File: config.mk
export PLATFORM = sky130hd
export DESIGN_NAME = lsq_station
export DESIGN_NICKNAME = d
export VERILOG_FILES = /design/src/rtl/lsq_station.sv
export SDC_FILE = /design/constraint.sdc
export NUM_CORES = 1
export LEC_CHECK = 0
export ABC_CLOCK_PERIOD_IN_PS = 3900
export BUFFER_PORTS_ARGS = -buffer_cell sky130_fd_sc_hd__buf_2
export CAP_MARGIN = 10
export CORE_MARGIN = 4
export CORE_UTILIZATION = 30
export DETAILED_ROUTE_END_ITERATION = 16
export PLACE_DENSITY = 0.53
export SLEW_MARGIN = 20
export SYNTH_ARGS = -nofsm -noshare
export SYNTH_HDL_FRONTEND = slang
export SYNTH_SLANG_ARGS = --single-unit
File: constraint.sdc
create_clock -name clk -period 3.9 [get_ports clk]
set_input_delay 0.195 -clock clk [delete_from_list [all_inputs] [get_ports clk]]
set_output_delay 0.195 -clock clk [all_outputs]
set_load 0.1 [all_outputs]
File: src/rtl/lsq_station.sv
// In-order load/store station: tagged operand capture, age FIFO, single memory port.
// Ports: alloc_* entry write, bc_* CDB snoop, breq/bc_*_out result broadcast,
//        mem_* memory port, busy per-entry occupancy. Option macro: LSQ_IMM_SEXT_EN.
module lsq_station #(
  parameter int unsigned         DEPTH    = 4,
  parameter int unsigned         DW       = 32,
  parameter int unsigned         TW       = 5,
  parameter int unsigned         AW       = 9,
  parameter logic [TW-1:0]       TAG_BASE = 5'd8
) (
  input  logic             clk,
  input  logic             nRST,
  input  logic [TW-1:0]    alloc_tag,
  input  logic [3:0]       alloc_op,
  input  logic [DW-1:0]    alloc_v1,
  input  logic [DW-1:0]    alloc_v2,
  input  logic [TW-1:0]    alloc_q1,
  input  logic [TW-1:0]    alloc_q2,
  input  logic [15:0]      alloc_imm,
  output logic [DEPTH-1:0] busy,
  input  logic             bc_en,
  input  logic [TW-1:0]    bc_tag,
  input  logic [DW-1:0]    bc_data,
  output logic             breq,
  input  logic             breq_ack,
  output logic [TW-1:0]    bc_tag_out,
  output logic [DW-1:0]    bc_data_out,
  output logic             mem_wen,
  output logic [AW-1:0]    mem_addr,
  output logic [DW-1:0]    mem_wdata,
  input  logic [DW-1:0]    mem_rdata
);

  localparam int IW = $clog2(DEPTH);
  localparam int CW = $clog2(DEPTH + 1);

  typedef enum logic [1:0] {
    IDLE,
    ISSUE,
    WAIT_BC
  } state_t;

  logic [DEPTH-1:0] busy_q, busy_d;
  logic [DEPTH-1:0] st_q, st_d;
  logic [DW-1:0]    v1_q [DEPTH];
  logic [DW-1:0]    v1_d [DEPTH];
  logic [DW-1:0]    v2_q [DEPTH];
  logic [DW-1:0]    v2_d [DEPTH];
  logic [TW-1:0]    q1_q [DEPTH];
  logic [TW-1:0]    q1_d [DEPTH];
  logic [TW-1:0]    q2_q [DEPTH];
  logic [TW-1:0]    q2_d [DEPTH];
  logic [15:0]      imm_q [DEPTH];
  logic [15:0]      imm_d [DEPTH];

  logic [IW-1:0]    fifo_q [DEPTH];
  logic [IW-1:0]    hd_q, tl_q;
  logic [CW-1:0]    cnt_q;

  state_t           state_q;
  logic             breq_q;
  logic [TW-1:0]    btag_q;
  logic [DW-1:0]    bdata_q;
  logic             wen_q;
  logic [AW-1:0]    addr_q;
  logic [DW-1:0]    wdata_q;

  logic             bcv;
  logic             aval;
  logic [IW-1:0]    aidx;
  logic             push;
  logic             pop;
  logic [IW-1:0]    hidx;
  logic             head_rdy;
  logic [DW-1:0]    imm_ext;
  logic [DW-1:0]    sum;
  logic             unused_ok;

  assign bcv = bc_en && (bc_tag != '0);

  always_comb begin
    aval = 1'b0;
    aidx = '0;
    for (int i = 0; i < DEPTH; i++) begin
      if (alloc_tag == TAG_BASE + TW'(i)) begin
        aval = 1'b1;
        aidx = IW'(i);
      end
    end
  end

  // Each busy entry sits in the FIFO exactly once, so push never overflows.
  assign push = aval && !busy_q[aidx];
  assign hidx = fifo_q[hd_q];

  assign head_rdy = (cnt_q != '0) && (q1_q[hidx] == '0) &&
                    (!st_q[hidx] || (q2_q[hidx] == '0));

  assign pop = ((state_q == ISSUE) && st_q[hidx]) ||
               ((state_q == WAIT_BC) && breq_ack);

`ifdef LSQ_IMM_SEXT_EN
  assign imm_ext = {{(DW-16){imm_q[hidx][15]}}, imm_q[hidx]};
`else
  assign imm_ext = {{(DW-16){1'b0}}, imm_q[hidx]};
`endif

  assign sum = v1_q[hidx] + imm_ext;

  assign unused_ok = ^{sum[DW-1:AW], alloc_op[2:0]};

  always_comb begin
    busy_d = busy_q;
    st_d   = st_q;
    v1_d   = v1_q;
    v2_d   = v2_q;
    q1_d   = q1_q;
    q2_d   = q2_q;
    imm_d  = imm_q;
    for (int i = 0; i < DEPTH; i++) begin
      if (busy_q[i] && bcv) begin
        if (q1_q[i] == bc_tag) begin
          q1_d[i] = '0;
          v1_d[i] = bc_data;
        end
        if (q2_q[i] == bc_tag) begin
          q2_d[i] = '0;
          v2_d[i] = bc_data;
        end
      end
      if (pop && (hidx == IW'(i))) begin
        busy_d[i] = 1'b0;
      end
      // New entry snoops the bus in its allocation cycle.
      if (push && (aidx == IW'(i))) begin
        busy_d[i] = 1'b1;
        st_d[i]   = alloc_op[3];
        imm_d[i]  = alloc_imm;
        if (bcv && (alloc_q1 == bc_tag)) begin
          q1_d[i] = '0;
          v1_d[i] = bc_data;
        end else begin
          q1_d[i] = alloc_q1;
          v1_d[i] = alloc_v1;
        end
        if (bcv && (alloc_q2 == bc_tag)) begin
          q2_d[i] = '0;
          v2_d[i] = bc_data;
        end else begin
          q2_d[i] = alloc_q2;
          v2_d[i] = alloc_v2;
        end
      end
    end
  end

  always_ff @(posedge clk or negedge nRST) begin
    if (!nRST) begin
      busy_q <= '0;
      st_q   <= '0;
      for (int i = 0; i < DEPTH; i++) begin
        v1_q[i]  <= '0;
        v2_q[i]  <= '0;
        q1_q[i]  <= '0;
        q2_q[i]  <= '0;
        imm_q[i] <= '0;
      end
    end else begin
      busy_q <= busy_d;
      st_q   <= st_d;
      v1_q   <= v1_d;
      v2_q   <= v2_d;
      q1_q   <= q1_d;
      q2_q   <= q2_d;
      imm_q  <= imm_d;
    end
  end

  always_ff @(posedge clk or negedge nRST) begin
    if (!nRST) begin
      hd_q  <= '0;
      tl_q  <= '0;
      cnt_q <= '0;
      for (int i = 0; i < DEPTH; i++) begin
        fifo_q[i] <= '0;
      end
    end else begin
      if (push) begin
        fifo_q[tl_q] <= aidx;
        tl_q <= (tl_q == IW'(DEPTH-1)) ? '0 : tl_q + IW'(1);
      end
      if (pop) begin
        hd_q <= (hd_q == IW'(DEPTH-1)) ? '0 : hd_q + IW'(1);
      end
      unique case ({push, pop})
        2'b10:   cnt_q <= cnt_q + CW'(1);
        2'b01:   cnt_q <= cnt_q - CW'(1);
        default: cnt_q <= cnt_q;
      endcase
    end
  end

  // Memory outputs are loaded on entry to ISSUE so they are valid
  // for exactly the ISSUE cycle; the write commits at its closing edge.
  always_ff @(posedge clk or negedge nRST) begin
    if (!nRST) begin
      state_q <= IDLE;
      breq_q  <= 1'b0;
      btag_q  <= '0;
      bdata_q <= '0;
      wen_q   <= 1'b0;
      addr_q  <= '0;
      wdata_q <= '0;
    end else begin
      unique case (state_q)
        IDLE: begin
          if (head_rdy) begin
            state_q <= ISSUE;
            wen_q   <= st_q[hidx];
            addr_q  <= sum[AW-1:0];
            wdata_q <= v2_q[hidx];
          end
        end
        ISSUE: begin
          wen_q   <= 1'b0;
          addr_q  <= '0;
          wdata_q <= '0;
          if (st_q[hidx]) begin
            state_q <= IDLE;
          end else begin
            state_q <= WAIT_BC;
            breq_q  <= 1'b1;
            btag_q  <= TAG_BASE + TW'(hidx);
            bdata_q <= mem_rdata;
          end
        end
        WAIT_BC: begin
          if (breq_ack) begin
            state_q <= IDLE;
            breq_q  <= 1'b0;
            btag_q  <= '0;
            bdata_q <= '0;
          end
        end
        default: state_q <= IDLE;
      endcase
    end
  end

  assign busy        = busy_q;
  assign breq        = breq_q;
  assign bc_tag_out  = btag_q;
  assign bc_data_out = bdata_q;
  assign mem_wen     = wen_q;
  assign mem_addr    = addr_q;
  assign mem_wdata   = wdata_q;

endmodule
=== Yosys cells after proc, flatten, opt, wreduce, memory -nomap -nowiden ===
Cells that the tools add are included.

* Register bits after elaboration: 465
* Input port bits: 172
* Output and inout bits: 84
* Logic and storage cells: 262

* Add/subtract/negate cells: 6
* Magnitude comparators: 6
* Equal/unequal tests: 29
* Muxes and demuxes: 114
* Bitwise logic cells: 3
* Reductions and logical operators: 62

{| class="wikitable"
|+ Operator list
! cell !! number
|-
| 32-bit two-way mux || 31
|-
| 5-bit two-way mux || 32
|-
| 32-bit binary-select mux with 2-bit select || 2
|-
| 32-bit case mux with 2 select lines || 2
|-
| 5-bit equality test || 10
|-
| 9-bit two-way mux || 5
|-
| 2-bit nonzero test || 19
|-
| 16-bit binary-select mux with 2-bit select || 1
|-
| 1-bit logical AND || 21
|-
| 5-bit binary-select mux with 2-bit select || 2
|-
| 5-bit by 4-bit equality test with 1-bit output (second input constant) || 4
|-
| 2-bit two-way mux || 10
|-
| 2-bit AND reduction || 10
|-
| 1-bit two-way mux || 18
|-
| 9-bit case mux with 2 select lines || 1
|-
| 2-bit equality test (second input constant) || 8
|-
| 5-bit zero test || 2
|-
| 5-bit case mux with 2 select lines || 1
|-
| 9-bit adder || 1
|-
| 3-bit greater-or-equal comparator (second input constant) || 3
|-
| 2-bit NOT with 3-bit output || 3
|-
| 8-bit bitwise mux || 1
|-
| 2-bit by 1-bit equality test with 1-bit output (second input constant) || 4
|-
| 2-bit zero test || 3
|-
| other kinds (18) || 26
|}

=== Depth between registers and ports, before layout ===
Gate-level depths: netlist of run 1.

* Depth in word-level cells: 13
* Depth in mapped cells: 12
* Gate-level depth less buffers: 10

=== Least setup slack after synthesis of run 1 ===
No wires, ideal clock.

* Kind: reg2reg
* Start point: register hd_q[0]
* End point: register addr_q[6], in the netlist mem_addr[6]
* Library setup time: 128 ps
* Data arrival time: 3794 ps
* Data required time: 3772 ps
* Path slack: -22 ps
* Cell stages (with the launch flop): 13
* Path buffers: 2
* Period minus slack after synthesis: 3922 ps
* Cells stage by stage: dfrtp_1 -> mux4_2 -> buf_2 -> buf_2 -> mux4_2 -> ha_1 -> fa_1 -> a21o_1 -> a21oi_1 -> o21ai_0 -> or3_1 -> and3_1 -> mux2_1

* Word-level cells in the longest chain between the ends: 13
* Elaborated cells between the ends (all ways): 30
* Classes of those cells: add/sub: 1; eq/ne: 1; mux: 19; bitwise: 2; reduce/logical: 7

{| class="wikitable"
|+ RTL lines
! item !! line !! RTL
|-
| start: declaration || 57 || <nowiki>logic [IW-1:0] hd_q, tl_q;</nowiki>
|-
| start signal: assignment || 193 || <nowiki>hd_q <= (hd_q == IW'(DEPTH-1)) ? '0 : hd_q + IW'(1);</nowiki>
|-
| 2-bit NOT with 3-bit output (not written as such) (*) || 94 || <nowiki>assign hidx = fifo_q[hd_q];</nowiki>
|-
| 2-bit binary-select mux with 2-bit select (*) || 94 ||
|-
| 2-bit two-way mux (not written as such) (*) (2 in series) || 94 ||
|-
| branches (longest 9 deep; another with 9-bit adder) || -- ||
|-
| end signal: assignment || 220 || <nowiki>addr_q <= sum[AW-1:0];</nowiki>
|-
| end: declaration || 65 || <nowiki>logic [AW-1:0] addr_q;</nowiki>
|}

Every way passes the cells marked *. The select of a mux whose other input is x is not followed.
A chain may end at the register's enable or synchronous reset.

=== Worst setup path in the final report of run 1 ===
Ends and elaborated chain as after synthesis.

==> results.txt, run 1 <==
Worst setup path class: reg2reg
CTS buffer count: 39
Status: completed
Clock Power Share: 0.207
Sequential Power Share: 0.363
Endpoints failing hold: 0
Worst Path Buf+Inv: 0
Critical path peak fanout: 4
Hold EP: v1_q[72]
Num ports: 256
Pin count of the biggest net entering global routing: 110
Pint: 0.009507 W
Pwr Density: 812.1 mW/mm^2
Final setup viols: 0
Synth top area cells: dfrtp_1 (54%), mux4_2 (7.2%), a222oi_1 (4.3%)
Worst Hold Depth: 3
Ratio of cells with drive above 1 in the final layout: 0.2312
# nets final: 1928
Pre-CTS setup slack: 0.1816 ns
DRT antenna net count: 0
H-tree depth: 2
CP max-delay cell: mux4_4
Max VDD drop: 0.5354 mV
Max incr delay on CP: 0.71 ns
Fmax: 0.2696 GHz
CTS max path bufs: 3
Dpl hpwl: 34870 um
Switch share: 0.4233
Number of port buffers: 220
Root buf cell: clkbuf_16
Reg2Reg Depth: 10
Die Wd: 238.4 um
Min-delay src: alloc_v1[8]
Initial antenna violation count: 5
Pre-Repair DR Iteration Count: 8
Worst-path cell chain: mux4_4 -> mux4_2 -> ha_1 -> fa_1 -> a21o_1 -> a21oi_1 -> o21ai_1 -> or3_1 -> and3_1 -> mux2_1
Area grow syn2layout: 27.47%
Worst endpoint required time: 4.32 ns
Die area: 0.05683 mm^2
GRT Total Usage: 0.1848
Static leakage: 9.715 nW
Clk_lat worst skew: 0.55 ns
Vias per cell: 5.326
Setup bufs post-CTS: 0
Flip-flop and latch area: 0.008558 mm^2
Sequential fraction of the synthesis area: 0.5374
Ys flop type: dfrtp_1
Initial Util: 0.3030
Largest area contributor in the netlist: dfrtp_1
Internal reg-to-reg setup slack: 0.19 ns
Clk sink count: 342
RSZ-0062 raised after global routing: no
Worst Tran Pin Value: 0.9377 ns
Setup TNS: 0 ns
Fill cells: 5131
Placer congestion estimate: 0.8208
Logic pwr share: 0.430
Minimum clock period: 3.709 ns
GRT Residual Overflow: 0
Clock transition at path regs: 0.06 ns
Critical Path AT: 4.13 ns
CTS tree: done
Flops & latches, synth: 342
Post-route clock skew: 0.02398 ns
Count leader, synth: dfrtp_1
Power Total: 0.01649 W
Cells after Synth: 1395
Slew HR: 0.3697
Vias: 13.09k
Net Sw Power: 0.006980 W
Hold WC Path Type: in2reg
Crit Reg-Reg Startpoint: hd_q[0]
Syn Std Cell Area: 0.01593 mm^2
CP Capture Type: flip-flop
Number of flops mapped to enable cells by yosys: 0
Netlist cell types: 53
Total of max-cap violations: 0
Final WL: 53640 um
Die H: 238.4 um
Std-Cell Core Area: 0.05255 mm^2
FP Rows: 84
DRC: 0
Wire length per cell: 21.83 um
Final worst slack: 0.1909 ns
1st-iter DRT viols: 1634
Area of the multi-input gates: 0.006486 mm^2
Avg Inst Size Synth: 11.42 um^2
Vias in the first global route: 13.75k
First-pass GRT wire length: 82700 um
RR Endpoint: mem_addr[6]
Fin crit share: 0.9510
Post-synth top area share: 0.5374
Commonest cells post-synth: dfrtp_1 (342), nand2_1 (157), inv_1 (107)
Fraction of registers with async set/reset: 1.000
Max-slew violation count: 0
Synth warn: 0
CP delay by family, top: multiplexers
Startpoint types: flip-flop
-- layout by cell type (no fill, tap or decap), types with 46 or more instances in the layout --
| master | instances |
|---|---|
| dfrtp_1 | 342 |
| buf_2 | 219 |
| nand2_1 | 157 |
| dlygate4sd3_1 | 138 |
| inv_1 | 107 |
| o22ai_1 | 94 |
| a22o_1 | 71 |
| a222oi_1 | 69 |
| a21oi_1 | 59 |
| nor2_1 | 54 |
| mux4_2 | 50 |
| o21ai_0 | 46 |
-- sequential cells by signal (all words and copies together), names as in the netlist --
signal,count
imm_q,36
v1_q,36
mem_addr,9
state_q,2
tl_q,2
bc_data_out,32
busy,4
bc_tag_out,3
st_q,4
q1_q,20
hd_q,2
cnt_q,3
mem_wdata,32
mem_wen,1
v2_q,128
fifo_q,8
q2_q,20
-- stage by stage --
step / instance area [um^2] / hold slack [ns] / util / cells
finish: 20300 / 0.03935 / 0.3863 / 2457
global route: 20300 / 0.04329 / 0.3863 / 2456
CTS: 20290 / 0.008723 / 0.3860 / 2453
detailed placement: 17750 / 0.3274 / 0.3378 / 2249
global placement: 17740 / 0.3253 / 0.3377 / 2249
floorplan: 15930 / -0.1006 / - / 1396
-- power groups by stage --
stage                     clock network (W)  registers (W)  logic [W]
after CTS                           0.00351        0.00596    0.00711
after global routing                0.00365        0.00614    0.00764
after detailed placement                  0        0.00600    0.00682
final                               0.00341        0.00598    0.00709
after floorplan                           0        0.00782    0.00330
after global placement                    0        0.00596    0.00670
-- cells by family after synthesis --
kind of cell,after synthesis,share of synthesized area
AO/OA/AOI/OAI,404,0.1847
XOR/XNOR,62,0.03410
flip-flops,342,0.5374
adder cells (fa/ha/maj),16,0.01351
other,1,0.0002355
multiplexers,77,0.09051
AND/OR/NAND/NOR,290,0.08171
buffers and inverters,203,0.05783
-- routing by layer --
metal / routed length, um / vias to the layer above / track usage
met5: 27 / - / 0
met4: 1700 / 4 / 0.07106
met2: 25220 / 532 / 0.2931
met3: 3765 / 110 / 0.03699
met1: 22920 / 6576 / 0.2512
li1: - / 5863 / -
-- timing repair --
| action | CTS | global route |
|---|---|---|
| setup endpoints to repair | 0 | 1 |
| hold endpoints to repair | 323 | 0 |
| hold buffers | 138 | 0 |
| resized for setup | 0 | 2 |
-- cell type report --
type / count / area share
inverters: 107 / 0.01978
flip-flops and latches: 342 / 0.4216
clock buffers: 57 / 0.05436
well taps: 688 / 0.04240
clock inverters: 9 / 0.002527
repair buffers: 399 / 0.1394
multi-input cells: 851 / 0.3195
diodes: 4 / 0.0004931
-- tightest hold or removal path, stage by stage --
cell and delay [ns]:
buf_2 0.14, o22ai_1 0.10, a21oi_1 0.10
-- how the worst max path moves through the flow --
stage            start  depth (start not counted)           to  slack (ns)
2_1_floorplan  hd_q[0]                         12  mem_addr[6]        0.05
3_3_place_gp   hd_q[0]                         10  mem_addr[6]        0.19
3_5_place_dp   hd_q[0]                         10  mem_addr[6]        0.18
4_1_cts        hd_q[0]                         10  mem_addr[6]        0.19
5_1_grt        hd_q[0]                         10  mem_addr[6]        0.04
6_report       hd_q[0]                         10  mem_addr[6]        0.19
Power figures use the tool's default switching activity.
==> run 2, diff against run 1 <==
CTS_BUF_LIST = sky130_fd_sc_hd__clkbuf_16   (was default)
==> run 2 against run 1 <==
Compared with the run above:
- power fell by 0.96%
- sequential power hardly changed
- first-iteration DRC count up 6.5%
- combinational power hardly changed
- routed wire length barely moved
- final area decreased by 0.30%
- register-to-register slack barely moved
- clock skew hardly changed
- global-route usage about the same
- core utilization fell by 0.11 points
- fmax rose by 0.15%
- sequential share of layout area is 0.12 points higher
==> results.txt, run 2 (same netlist as run 1, synthesis figures left out) <==
CTS max path bufs: 3
Post-route clock skew: 0.02372 ns
Pin count of the biggest net entering global routing: 110
Critical Path AT: 4.13 ns
Internal reg-to-reg setup slack: 0.20 ns
Vias in the first global route: 13.79k
Wire length per cell: 21.81 um
Ratio of cells with drive above 1 in the final layout: 0.2278
First-pass GRT wire length: 82620 um
Static leakage: 9.731 nW
GRT Residual Overflow: 0
Number of flip-flops in the largest register: 128
Biggest regs: v2_q (128), imm_q (36), v1_q (36)
DRT antenna net count: 0
Total of max-cap violations: 0
Std-Cell Core Area: 0.05255 mm^2
Setup TNS: 0 ns
Crit Reg-Reg Startpoint: hd_q[0]
Minimum clock period: 3.703 ns
Vias: 13.13k
RR Endpoint: mem_addr[6]
Worst Hold Depth: 3
1st-iter DRT viols: 1740
Num ports: 256
Vias per cell: 5.342
Hold WC Path Type: in2reg
Reg2Reg Depth: 10
H-tree depth: 2
Area of the multi-input gates: 0.006486 mm^2
Commonest non-fill, non-tap cell in the layout: dfrtp_1
Status: completed
Pre-Repair DR Iteration Count: 8
Fmax: 0.2700 GHz
Max VDD drop: 0.5353 mV
Fill cells: 5138
Hold EP: v1_q[8]
Worst endpoint required time: 4.33 ns
Clk_lat worst skew: 0.55 ns
Worst setup path class: reg2reg
Final WL: 53590 um
Min-delay src: alloc_v1[8]
CTS tree: done
Top reg by flops: v2_q
Most frequent cells in the layout: dfrtp_1 (342), buf_2 (219), nand2_1 (157)
Slew HR: 0.3687
Clk sink count: 342
Root buf cell: clkbuf_16
# nets final: 1928
Initial Util: 0.3030
GRT Total Usage: 0.1846
Flip-flop and latch area: 0.008558 mm^2
Worst Tran Pin Value: 0.9391 ns
Placer congestion estimate: 0.8208
Area grow syn2layout: 27.10%
Die H: 238.4 um
Startpoint types: flip-flop
Fin crit share: 0.9496
CTS buffer count: 39
DRC: 0
Final setup viols: 0
FP Rows: 84
Max-slew violation count: 0
Die Wd: 238.4 um
CP Capture Type: flip-flop
Number of port buffers: 220
Die area: 0.05683 mm^2
Area after DPL: 0.01775 mm^2
Final design area excluding fillers: 0.02024 mm^2
RSZ-0062 raised after global routing: no
Clock transition at path regs: 0.06 ns
Initial antenna violation count: 5
Endpoints failing hold: 0
Dpl hpwl: 34870 um
Critical path peak fanout: 4
Pwr Density: 806.8 mW/mm^2
run 2: cell count changes in the layout (fill, tap and decap cells not counted):
cell / previous run / this run
clkbuf_1: 12 / 0
inv_1: 107 / 119
clkbuf_8: 6 / 0
clkinv_1: 0 / 6
run 2: worst max path at each step:
stage             from  depth (start not counted)  slack (ns)           to
5_1_grt        hd_q[0]                         10        0.04  mem_addr[6]
2_1_floorplan  hd_q[0]                         12        0.05  mem_addr[6]
6_report       hd_q[0]                         10        0.20  mem_addr[6]
4_1_cts        hd_q[0]                         10        0.19  mem_addr[6]
3_5_place_dp   hd_q[0]                         10        0.18  mem_addr[6]
3_3_place_gp   hd_q[0]                         10        0.19  mem_addr[6]
run 2: per-layer routing:
layer | vias to the layer above | global-route usage | wire, um
met3 | 113 | 0.03629 | 3691
met1 | 6620 | 0.2512 | 22900
met5 | - | 0 | 27
met4 | 4 | 0.07212 | 1738
li1 | 5855 | - | -
met2 | 534 | 0.2925 | 25230
run 2: power breakdown:
| group | internal (W) | switching, W | total (W) |
|---|---|---|---|
| registers | 0.00502 | 0.000968 | 0.00599 |
| clock network | 0.00180 | 0.00145 | 0.00325 |
| logic | 0.00254 | 0.00456 | 0.00709 |
run 2: critical path, stage by stage, from the launching register on:
cell	delay [ns]
dfrtp_1	0.36
mux4_4	0.71
mux4_2	0.47
ha_1	0.26
fa_1	0.47
a21o_1	0.17
a21oi_1	0.24
o21ai_1	0.15
or3_1	0.31
and3_1	0.18
mux2_1	0.27
run 2: final cells by class:
class / count / area share
Sequential cell: 342 / 0.4228
Inverter: 107 / 0.01984
Clock buffer: 39 / 0.04822
Clock inverter: 27 / 0.005873
Tap cell: 688 / 0.04253
Antenna cell: 4 / 0.0004945
Multi-Input combinational cell: 851 / 0.3205
Timing Repair Buffer: 399 / 0.1398
run 2: timing repair:
action | 4_1_cts | 5_1_grt
setup buffers | 0 | 0
setup endpoints to repair | 0 | 1
endpoints found under the hold margin | 323 | 0
gates resized for setup | 0 | 2
hold buffers | 138 | 0
run 2: through the flow:
stage	std cells	power (W)	setup WS (ns)	util	hold slack, ns
global placement	2249	0.01266	0.1879	0.3377	0.3253
floorplan	1396	0.01112	0.04967	-	-0.1006
CTS	2453	0.01642	0.1889	0.3849	0.009509
detailed placement	2249	0.01282	0.1816	0.3378	0.3274
global route	2456	0.01728	0.03962	0.3851	0.04328
finish	2457	0.01633	0.1966	0.3852	0.03787
==> run 3, diff against run 2 <==
PLACE_DENSITY = default   (was 0.53)
==> run 3 against run 2 <==
Compared with the run above:
- global-route usage down 0.072 points
- count of clock-buffer cells in the layout up 3
- die area unchanged
- non-clock buffer count down 5
- routed wire length down 0.48%
- critical path depth unchanged
- power up 2.4%
- via count up 0.82%
- hold slack better by 0.033 ns
- largest cell class unchanged
==> results.txt, run 3 (same netlist as run 1, synthesis figures left out) <==
Startpoint types: flip-flop
Pre-Repair DR Iteration Count: 12
Clk sink count: 342
Vias in the first global route: 13.80k
Minimum clock period: 3.653 ns
FP Rows: 84
CTS max path bufs: 3
Commonest non-fill, non-tap cell in the layout: dfrtp_1
Std-Cell Core Area: 0.05255 mm^2
Wire length per cell: 21.73 um
Static leakage: 9.791 nW
Max-slew violation count: 0
Slew HR: 0.3250
First-pass GRT wire length: 82310 um
Final WL: 53340 um
Worst setup path class: reg2reg
CTS buffer count: 40
Total of max-cap violations: 0
Fmax: 0.2737 GHz
Clk_lat worst skew: 0.55 ns
Power Total: 0.01672 W
Critical path peak fanout: 4
Root buf cell: clkbuf_16
Setup TNS: 0 ns
CTS tree: done
H-tree depth: 2
CP Capture Type: flip-flop
Most frequent cells in the layout: dfrtp_1 (342), buf_2 (219), nand2_1 (157)
Pin count of the biggest net entering global routing: 113
Biggest regs: v2_q (128), imm_q (36), v1_q (36)
Pwr Density: 819.6 mW/mm^2
Hold WC Path Type: in2reg
Area grow syn2layout: 28.09%
Vias per cell: 5.392
Fill cells: 5080
Die Wd: 238.4 um
DRT antenna net count: 0
Number of flip-flops in the largest register: 128
1st-iter DRT viols: 1634
Placer congestion estimate: 0.8185
Ratio of cells with drive above 1 in the final layout: 0.2262
Die area: 0.05683 mm^2
Area after DPL: 0.01773 mm^2
Setup bufs post-CTS: 0
Final design area excluding fillers: 0.02040 mm^2
Fin crit share: 0.9368
Initial Util: 0.3030
Post-route clock skew: 0.02156 ns
Final setup viols: 0
Initial antenna violation count: 3
RSZ-0062 raised after global routing: no
Clock transition at path regs: 0.06 ns
Worst Tran Pin Value: 1.004 ns
DRC: 0
Die H: 238.4 um
Num ports: 256
Worst endpoint required time: 4.33 ns
GRT Residual Overflow: 0
Critical Path AT: 4.09 ns
Dpl hpwl: 34070 um
# nets final: 1924
Max VDD drop: 0.5022 mV
Vias: 13.23k
Endpoints failing hold: 0
Status: completed
Number of port buffers: 220
Top reg by flops: v2_q
GRT Total Usage: 0.1839
==> run 3: changes by cell type in the layout (fill, tap and decap cells not counted), sizes merged <==
cell | before | now
buf | 261 | 254
inv | 120 | 117
clkinv | 13 | 14
clkbuf | 39 | 42
dlygate4sd3 | 138 | 140
bufinv | 0 | 3
diode | 4 | 2
==> run 3: path summary, 6_finish.rpt <==
check / slack [ns] / cells past startpoint / end / startpoint
max: 0.25 / 10 / mem_addr[6] / hd_q[0]
max reg2reg: 0.25 / 10 / mem_addr[6] / hd_q[0]
min reg2reg: 0.47 / 2 / imm_q[53] / imm_q[53]
min: 0.07 / 3 / q2_q[12] / alloc_q2[2]
max in group asynchronous: 2.53 / 3 / v2_q[24] / nRST
min in group asynchronous: 0.23 / 2 / tl_q[1] / nRST
==> run 3: final cells by class <==
class / count / area [um^2] / share of cell area
flip-flops and latches: 342 / 8558 / 0.4196
multi-input cells: 851 / 6480 / 0.3177
repair buffers: 394 / 2834 / 0.1389
clock buffers: 42 / 1051 / 0.05152
well taps: 688 / 860.8 / 0.04220
inverters: 107 / 401.6 / 0.01969
clock inverters: 28 / 207.7 / 0.01018
diodes: 2 / 5.005 / 0.0002454
==> run 3: what timing repair did <==
action	CTS	global route
endpoints found under the setup margin	0	1
hold buffers	140	0
gates resized for setup	0	2
endpoints found under the hold margin	296	0
==> run 3: critical path: stages (launching register included) <==
cell	delay (ns)
dfrtp_1	0.38
mux4_4	0.71
mux4_2	0.46
ha_1	0.26
fa_1	0.46
a21o_1	0.18
a21oi_1	0.21
o21ai_1	0.15
or3_1	0.31
and3_1	0.17
mux2_1	0.27
==> run 3: metal layers <==
| metal | up-vias | routed length [um] | global-route usage |
|---|---|---|---|
| li1 | 5837 | - | - |
| met1 | 6707 | 22640 | 0.2533 |
| met2 | 583 | 24550 | 0.2845 |
| met3 | 102 | 4577 | 0.04681 |
| met4 | 4 | 1542 | 0.06227 |
| met5 | - | 22 | 0 |
==> run 3: per-stage QoR <==
stage               utilization  worst slack [ns]  hold slack, ns  std cells
floorplan                     -           0.04967         -0.1006       1396
global placement         0.3374            0.1754          0.2333       2242
detailed placement       0.3374            0.1075          0.2375       2242
CTS                      0.3880            0.1206         0.02748       2452
global route             0.3881           0.04978         0.05818       2453
finish                   0.3882            0.2465         0.07069       2454
==> run 3: report_power, final <==
part           internal (W)  leakage [nW]  switching, W
Sequential          0.00502          4.27      0.000960
Clock               0.00214         0.655       0.00150
Combinational       0.00254          4.87       0.00457
Total               0.00969          9.79       0.00703
